===== src/rtl/l2_dir_ctrl.sv =====
// L2 directory controller: serialises one msg1 request at a time against a
// per-line directory (valid, EXCL/SHARED, owner, sharers, data) and drives msg2.
module l2_dir_ctrl #(
  parameter int unsigned NumLines  = 8,
  parameter int unsigned NumCores  = 4,
  parameter int unsigned DataWidth = 8,
  localparam int unsigned TagWidth  = $clog2(NumLines),
  localparam int unsigned OwnerBits = $clog2(NumCores),
  localparam int unsigned MsgWidth  = 4,
  localparam int unsigned MesiWidth = 2
) (
  input  logic                 clk,
  input  logic                 rst,
  input  logic [MsgWidth-1:0]  msg1_type,
  input  logic [DataWidth-1:0] msg1_data,
  input  logic [TagWidth-1:0]  msg1_tag,
  input  logic [OwnerBits-1:0] msg1_source,
  input  logic [MsgWidth-1:0]  msg3_type,
  input  logic [DataWidth-1:0] msg3_data,
  input  logic [TagWidth-1:0]  msg3_tag,
  input  logic [OwnerBits-1:0] msg3_source,
  output logic [MsgWidth-1:0]  msg2_type,
  output logic [DataWidth-1:0] msg2_data,
  output logic [TagWidth-1:0]  msg2_tag,
  output logic [MesiWidth-1:0] mesi_send,
  output logic [OwnerBits-1:0] cache_owner,
  output logic [NumCores-1:0]  share_list,
  output logic                 busy
);

  // Message encodings
  localparam logic [MsgWidth-1:0] MsgEmpty       = 4'd0;
  localparam logic [MsgWidth-1:0] MsgLoadReq     = 4'd1;
  localparam logic [MsgWidth-1:0] MsgStoreReq    = 4'd2;
  localparam logic [MsgWidth-1:0] MsgWbReq       = 4'd3;
  localparam logic [MsgWidth-1:0] MsgInvAck      = 4'd4;
  localparam logic [MsgWidth-1:0] MsgLoadMemAck  = 4'd5;
  localparam logic [MsgWidth-1:0] MsgStoreMemAck = 4'd6;
  localparam logic [MsgWidth-1:0] MsgDataAck     = 4'd7;
  localparam logic [MsgWidth-1:0] MsgInvFwd      = 4'd8;
  localparam logic [MsgWidth-1:0] MsgLoadMem     = 4'd9;
  localparam logic [MsgWidth-1:0] MsgStoreMem    = 4'd10;

  localparam logic [MesiWidth-1:0] MesiS = 2'd1;
  localparam logic [MesiWidth-1:0] MesiE = 2'd2;
  localparam logic [MesiWidth-1:0] MesiM = 2'd3;

  typedef enum logic [2:0] {
    StIdle, StLookup, StMemWait, StInvWait, StWbWait, StGrant
  } state_e;

  state_e                  state_q, state_d;
  logic [MsgWidth-1:0]     req_type_q, req_type_d;
  logic [TagWidth-1:0]     req_tag_q, req_tag_d;
  logic [DataWidth-1:0]    req_data_q, req_data_d;
  logic [OwnerBits-1:0]    req_src_q, req_src_d;
  logic [NumCores-1:0]     pending_q, pending_d;

  logic [NumLines-1:0]                     valid_q, valid_d;
  logic [NumLines-1:0]                     excl_q, excl_d;
  logic [NumLines-1:0][OwnerBits-1:0]      owner_q, owner_d;
  logic [NumLines-1:0][NumCores-1:0]       sharers_q, sharers_d;
  logic [NumLines-1:0][DataWidth-1:0]      data_q, data_d;

  logic [MsgWidth-1:0]     msg2_type_q, msg2_type_d;
  logic [DataWidth-1:0]    msg2_data_q, msg2_data_d;
  logic [TagWidth-1:0]     msg2_tag_q, msg2_tag_d;
  logic [MesiWidth-1:0]    mesi_send_q, mesi_send_d;
  logic [OwnerBits-1:0]    cache_owner_q, cache_owner_d;
  logic [NumCores-1:0]     share_list_q, share_list_d;
  logic                    busy_q, busy_d;

  // Directory view of the line selected by the latched request
  logic                    line_valid, line_excl;
  logic [OwnerBits-1:0]    line_owner;
  logic [NumCores-1:0]     line_sharers, req_onehot, owner_onehot, others, ack_onehot;
  logic [DataWidth-1:0]    line_data;
  logic                    msg1_known;

  assign line_valid   = valid_q[req_tag_q];
  assign line_excl    = excl_q[req_tag_q];
  assign line_owner   = owner_q[req_tag_q];
  assign line_sharers = sharers_q[req_tag_q];
  assign line_data    = data_q[req_tag_q];
  assign req_onehot   = NumCores'(1) << req_src_q;
  assign owner_onehot = NumCores'(1) << line_owner;
  assign ack_onehot   = NumCores'(1) << msg3_source;
  assign others       = line_sharers & ~req_onehot;
  assign msg1_known   = (msg1_type == MsgLoadReq) || (msg1_type == MsgStoreReq) ||
                        (msg1_type == MsgWbReq);

  // Next-state, directory update and msg2 generation
  always_comb begin
    state_d       = state_q;
    req_type_d    = req_type_q;
    req_tag_d     = req_tag_q;
    req_data_d    = req_data_q;
    req_src_d     = req_src_q;
    pending_d     = pending_q;
    valid_d       = valid_q;
    excl_d        = excl_q;
    owner_d       = owner_q;
    sharers_d     = sharers_q;
    data_d        = data_q;
    msg2_type_d   = MsgEmpty;
    msg2_data_d   = msg2_data_q;
    msg2_tag_d    = msg2_tag_q;
    mesi_send_d   = mesi_send_q;
    cache_owner_d = cache_owner_q;
    share_list_d  = share_list_q;

    case (state_q)
      StIdle: begin
        if (msg1_known) begin
          req_type_d = msg1_type;
          req_tag_d  = msg1_tag;
          req_data_d = msg1_data;
          req_src_d  = msg1_source;
          state_d    = StLookup;
        end
      end
      StLookup: begin
        if (req_type_q == MsgWbReq) begin
          if (line_valid && line_excl && (line_owner == req_src_q)) begin
            data_d[req_tag_q]    = req_data_q;
            sharers_d[req_tag_q] = line_sharers & ~req_onehot;
            excl_d[req_tag_q]    = 1'b0;
            msg2_type_d          = MsgStoreMem;
            msg2_tag_d           = req_tag_q;
            msg2_data_d          = req_data_q;
            state_d              = StWbWait;
          end else begin
            sharers_d[req_tag_q] = line_sharers & ~req_onehot;
            state_d              = StIdle;
          end
        end else if (!line_valid) begin
          msg2_type_d = MsgLoadMem;
          msg2_tag_d  = req_tag_q;
          state_d     = StMemWait;
        end else if ((req_type_q == MsgLoadReq) && line_excl && (line_owner != req_src_q)) begin
          msg2_type_d  = MsgInvFwd;
          msg2_tag_d   = req_tag_q;
          share_list_d = owner_onehot;
          pending_d    = owner_onehot;
          state_d      = StInvWait;
        end else if ((req_type_q == MsgStoreReq) && (others != '0)) begin
          msg2_type_d  = MsgInvFwd;
          msg2_tag_d   = req_tag_q;
          share_list_d = others;
          pending_d    = others;
          state_d      = StInvWait;
        end else begin
          state_d = StGrant;
        end
      end
      StMemWait: begin
        if ((msg3_type == MsgLoadMemAck) && (msg3_tag == req_tag_q)) begin
          data_d[req_tag_q]    = msg3_data;
          valid_d[req_tag_q]   = 1'b1;
          excl_d[req_tag_q]    = 1'b0;
          sharers_d[req_tag_q] = '0;
          state_d              = StGrant;
        end
      end
      StInvWait: begin
        if ((msg3_type == MsgInvAck) && (msg3_tag == req_tag_q) &&
            ((pending_q & ack_onehot) != '0)) begin
          pending_d = pending_q & ~ack_onehot;
          // The EXCL owner may hold dirty data; its ack carries the latest copy
          if (line_excl && (line_owner == msg3_source)) begin
            data_d[req_tag_q] = msg3_data;
          end
          if ((pending_q & ~ack_onehot) == '0) begin
            state_d = StGrant;
          end
        end
      end
      StGrant: begin
        msg2_type_d   = MsgDataAck;
        msg2_tag_d    = req_tag_q;
        msg2_data_d   = line_data;
        cache_owner_d = req_src_q;
        if (req_type_q == MsgStoreReq) begin
          mesi_send_d          = MesiM;
          excl_d[req_tag_q]    = 1'b1;
          owner_d[req_tag_q]   = req_src_q;
          sharers_d[req_tag_q] = req_onehot;
          share_list_d         = req_onehot;
        end else begin
          mesi_send_d          = (others == '0) ? MesiE : MesiS;
          excl_d[req_tag_q]    = (others == '0);
          if (others == '0) begin
            owner_d[req_tag_q] = req_src_q;
          end
          sharers_d[req_tag_q] = line_sharers | req_onehot;
          share_list_d         = line_sharers | req_onehot;
        end
        state_d = StIdle;
      end
      StWbWait: begin
        if (msg3_type == MsgStoreMemAck) begin
          state_d = StIdle;
        end
      end
      default: state_d = StIdle;
    endcase

    busy_d = (state_d != StIdle);
  end

  // State, directory and registered outputs with synchronous reset
  always_ff @(posedge clk) begin
    if (rst) begin
      state_q       <= StIdle;
      req_type_q    <= MsgEmpty;
      req_tag_q     <= '0;
      req_data_q    <= '0;
      req_src_q     <= '0;
      pending_q     <= '0;
      valid_q       <= '0;
      excl_q        <= '0;
      owner_q       <= '0;
      sharers_q     <= '0;
      data_q        <= '0;
      msg2_type_q   <= MsgEmpty;
      msg2_data_q   <= '0;
      msg2_tag_q    <= '0;
      mesi_send_q   <= '0;
      cache_owner_q <= '0;
      share_list_q  <= '0;
      busy_q        <= 1'b0;
    end else begin
      state_q       <= state_d;
      req_type_q    <= req_type_d;
      req_tag_q     <= req_tag_d;
      req_data_q    <= req_data_d;
      req_src_q     <= req_src_d;
      pending_q     <= pending_d;
      valid_q       <= valid_d;
      excl_q        <= excl_d;
      owner_q       <= owner_d;
      sharers_q     <= sharers_d;
      data_q        <= data_d;
      msg2_type_q   <= msg2_type_d;
      msg2_data_q   <= msg2_data_d;
      msg2_tag_q    <= msg2_tag_d;
      mesi_send_q   <= mesi_send_d;
      cache_owner_q <= cache_owner_d;
      share_list_q  <= share_list_d;
      busy_q        <= busy_d;
    end
  end

  assign msg2_type   = msg2_type_q;
  assign msg2_data   = msg2_data_q;
  assign msg2_tag    = msg2_tag_q;
  assign mesi_send   = mesi_send_q;
  assign cache_owner = cache_owner_q;
  assign share_list  = share_list_q;
  assign busy        = busy_q;

endmodule


===== config.mk =====
export PLATFORM = sky130hd
export DESIGN_NAME = l2_dir_ctrl
export DESIGN_NICKNAME = d
export VERILOG_FILES = /design/src/rtl/l2_dir_ctrl.sv
export SDC_FILE = /design/constraint.sdc
export NUM_CORES = 1
export LEC_CHECK = 0
export ABC_AREA = 1
export BUFFER_PORTS_ARGS = -buffer_cell sky130_fd_sc_hd__buf_4
export CAP_MARGIN = 0
export CORE_ASPECT_RATIO = 1.25
export CORE_UTILIZATION = 44
export CTS_CLUSTER_SIZE = 30
export DETAILED_ROUTE_END_ITERATION = 6
export PLACE_DENSITY = 0.7
export SYNTH_ARGS = -nofsm -noshare
export SYNTH_HDL_FRONTEND = slang
export SYNTH_SLANG_ARGS = --single-unit
export TNS_END_PERCENT = 10

===== constraint.sdc =====
create_clock -name clk -period 2.47 [get_ports clk]
set_clock_uncertainty 0.1 [all_clocks]
set_input_delay 0.247 -clock clk [delete_from_list [all_inputs] [get_ports clk]]
set_output_delay 0.247 -clock clk [all_outputs]
set_load 0.005 [all_outputs]

==> impl_metrics.csv <==
group,metric,value,unit
outcome,status,"complete, no violations",
pwr,pwr-share-seq,43.9,%
timing,hold_viol,0,
worst_setup_path,worstSetupEndpointType,"flip-flop",
worst_setup_path,cp_max_fo,9,
detailed_routing,vias_per_cell,5.14,
place,hpwl,19500,um
clock_tree,cts_tree,"done",
global_routing,grtUsageTotal,25.7,%
timing,setup-tns-final,0,ps
detailed_routing,antenna_left,0,
timing,final-max-slew-violation-count,0,
detailed_routing,vias,9598,
worst_setup_path,required,2740,ps
layout,layout_common_cells,"343 x nand2_1, 242 x inv_1, 178 x buf_4",
pwr,swShare,29.1,%
pwr,p_per_area,570,nW/um2
layout,fillers,1874,
floorplan,die_width,131,um
place,place_ws,-68.6,ps
yosys,avgSynthCellArea,6.46,um2
detailed_routing,post_drt_wl_per_cell,15.3,um
timing,slew_headroom,55.6,%
clock_tree,clkSlewWorstSetupHoldPaths,70,ps
worst_hold_path,worstHoldPathType,"primary input to flip-flop",
pwr,p_leak,5.33,nW
detailed_routing,drt_iter0_drc,753,
worst_setup_path,cp_top_family,"simple AND/OR/NAND/NOR gates",
timing,rsz0062_at_grt,"true",
detailed_routing,firstDrtPassIters,5,
pwr,power.internal,4.74,mW
worst_setup_path,cp.arrival,2720,ps
layout,nets,1623,
global_routing,grt.overflow.total,0,
floorplan,io_pins,60,
global_routing,grt_pass1_wl,43600,um
timing,min_period,2450,ps
floorplan,die_y,163,um
yosys,synth.ff_latch_count,176,
pwr,pwr-share-comb,17.3,%
run,max_cap_viol_count,0,
clock_tree,h-tree-depth,4,
yosys,syn_area,9180,um2
floorplan,rows,58,
worst_setup_path,cp-start-kind,"flip-flop",
worst_setup_path,worstSetupPathType,"flip-flop to flip-flop",
yosys,synth_cell_types,38,
layout,drive_above_1_share,18.4,%
worst_setup_path,crit_slowest_cell,"dfxtp_4",
floorplan,start_util,45.3,%
clock_tree,root_buffer,"clkbuf_16",
global_routing,first_global_vias,8821,
worst_setup_path,path_cells,"buf_12 > buf_4 > nand2_1 > nand3_1 > nand2_1 > nor2_1 > nor2_1 > nor2_1 > nand2_2 > a21oi_2 > buf_6 > nand2_1 > buf_4 > a21oi_1",
floorplan,die_area,21400,um2
place,place_congestion,0.905,
worst_setup_path,path_buf_inv,4,
yosys,synth_fp_nets,1456,
pwr,p_sw,1.95,mW
floorplan,core,20200,um2
layout,syn_to_final_growth,27.9,%
clock_tree,clk_latency,450,ps
layout,diodes,0,
yosys,ys_seq_area_share,38.4,%
yosys,yosysWarnings,0,
yosys,synthCells,1420,
clock_tree,cts_made_buffers,17,
layout,final_common_cell,"nand2_1",
clock_tree,cts_sinks,176,
timing,finalSetupViolCount,0,
detailed_routing,post-route-drc-count,0,
pwr,ir_drop,0.546,mV
global_routing,grt_antenna_before_repair,0,
global_routing,grt_start_max_net_pins,78,
timing,fmax,408,MHz
clock_tree,clock_path_buffers,2,
timing,setup_slack,16.6,ps
timing,worst-slew-pin-transition,666,ps
pwr,p_clk_share,38.8,%
detailed_routing,routed_wl,28600,um
timing,post-route-period-util,99.3,%
worst_setup_path,max_stage_delay,450,ps
place,io_buffers,59,
-- timing repair --
action / CTS / global route
pin swaps: 0 / 21
hold buffers: 7 / 0
endpoints found under the hold margin: 7 / 0
endpoints found under the setup margin: 26 / 137
buffers inserted: 0 / 27
cloned: 0 / 8
resized for setup: 3 / 50
-- stage by stage --
step / util (%) / cell area, um2 / hold slack [ps] / instances / total power, mW
floorplan: - / 9180 / 282 / 1420 / 3.57
global placement: 52.2 / 10600 / 333 / 1796 / 3.96
detailed placement: 52.2 / 10600 / 339 / 1796 / 3.97
CTS: 55.3 / 11200 / 0.387 / 1834 / 6.53
global route: 57.9 / 11700 / 11.0 / 1869 / 6.92
finish: 57.9 / 11700 / 3.96 / 1869 / 6.69
-- area by class of cell --
type	instances	area [um2]	share of cell area, %
clock buffers	19	453	3.86
clock inverters	12	103	0.874
inverters	251	951	8.10
multi-input cells	930	4440	37.8
flip-flops and latches	176	3530	30.1
well taps	270	338	2.88
repair buffers	211	1920	16.3
-- worst paths after layout --
kind                   from             to  slack (ps)  cells past startpoint
min          msg1_source[0]   req_src_q[0]           4                      3
max reg2reg    req_tag_q[0]     owner_q[5]          20                     14
max            req_tag_q[0]     owner_q[5]          20                     14
min reg2reg   req_type_q[2]  req_type_q[2]         350                      2
-- worst register-to-register path, cell delays in order (launching register included) --
cell	delay, ps
dfxtp_4	450
buf_12	140
buf_4	160
nand2_1	70
nand3_1	90
nand2_1	60
nor2_1	210
nor2_1	100
nor2_1	160
nand2_2	120
a21oi_2	150
buf_6	160
nand2_1	120
buf_4	160
a21oi_1	140
-- routing by layer --
layer | up-vias | part of all wire [%] | GRT usage, %
met3 | 67 | 4.7 | 3.69
met4 | 0 | 3.4 | 12.2
met5 | - | 0 | 0
met2 | 297 | 50 | 46.2
met1 | 4394 | 42 | 30.1
li1 | 4840 | - | -
-- cell usage after synthesis --
cell type	instances	area (um2)
a21boi_0	3	22.5
dfxtp_1	176	3520
clkbuf_1	28	105
inv_2	6	22.5
a31oi_1	2	12.5
xor2_1	4	35.0
nand3_4	2	35.0
nor2_1	163	612
nor3_1	6	30.0
o21bai_1	1	7.51
o221ai_1	2	17.5
a221oi_1	2	17.5
a211oi_1	8	60.1
nand4_1	67	419
nor4_1	1	6.26
buf_1	9	33.8
a21oi_1	85	425
mux2i_1	6	60.1
nand2_1	357	1340
nor2_2	6	37.5
o22ai_1	21	131
buf_4	13	97.6
nand2_4	1	11.3
a21oi_4	2	32.5
o32ai_1	1	8.76
o2111ai_1	4	35.0
inv_1	245	920
a21oi_2	1	8.76
buf_6	10	113
o31ai_1	1	7.51
xnor2_1	1	8.76
nand2_2	2	12.5
o21a_1	1	7.51
buf_2	3	15.0
o21ai_1	5	25.0
o21ai_0	98	490
nor2_4	7	78.8
nand3_1	70	350
-- state kept, by name, summed over array words and instances (netlist names) --
name	flops
state_q	3
cache_owner	2
req_src_q	2
msg2_tag	3
data_q	64
req_data_q	8
req_type_q	4
msg2_data	8
sharers_q	32
owner_q	16
pending_q	4
valid_q	8
busy	1
msg2_type	4
excl_q	8
mesi_send	2
req_tag_q	3
share_list	4
-- cells by family after synthesis --
group	count (synthesis)	synth area share, %
xor+xnor	5	0.477
mux	6	0.655
compound gates	237	14.3
simple gates	682	32.0
flops	176	38.4
buf+inv	314	14.2
-- power by group through the flow --
stage	clock [mW]	sequential [mW]	combinational (mW)
after global placement	0	2.99	0.965
after global routing	2.74	2.94	1.25
after floorplan	0	2.98	0.583
final	2.59	2.93	1.16
after detailed placement	0	2.99	0.975
after CTS	2.61	2.93	0.992
No activity file was read; power rests on OpenSTA's default activity.
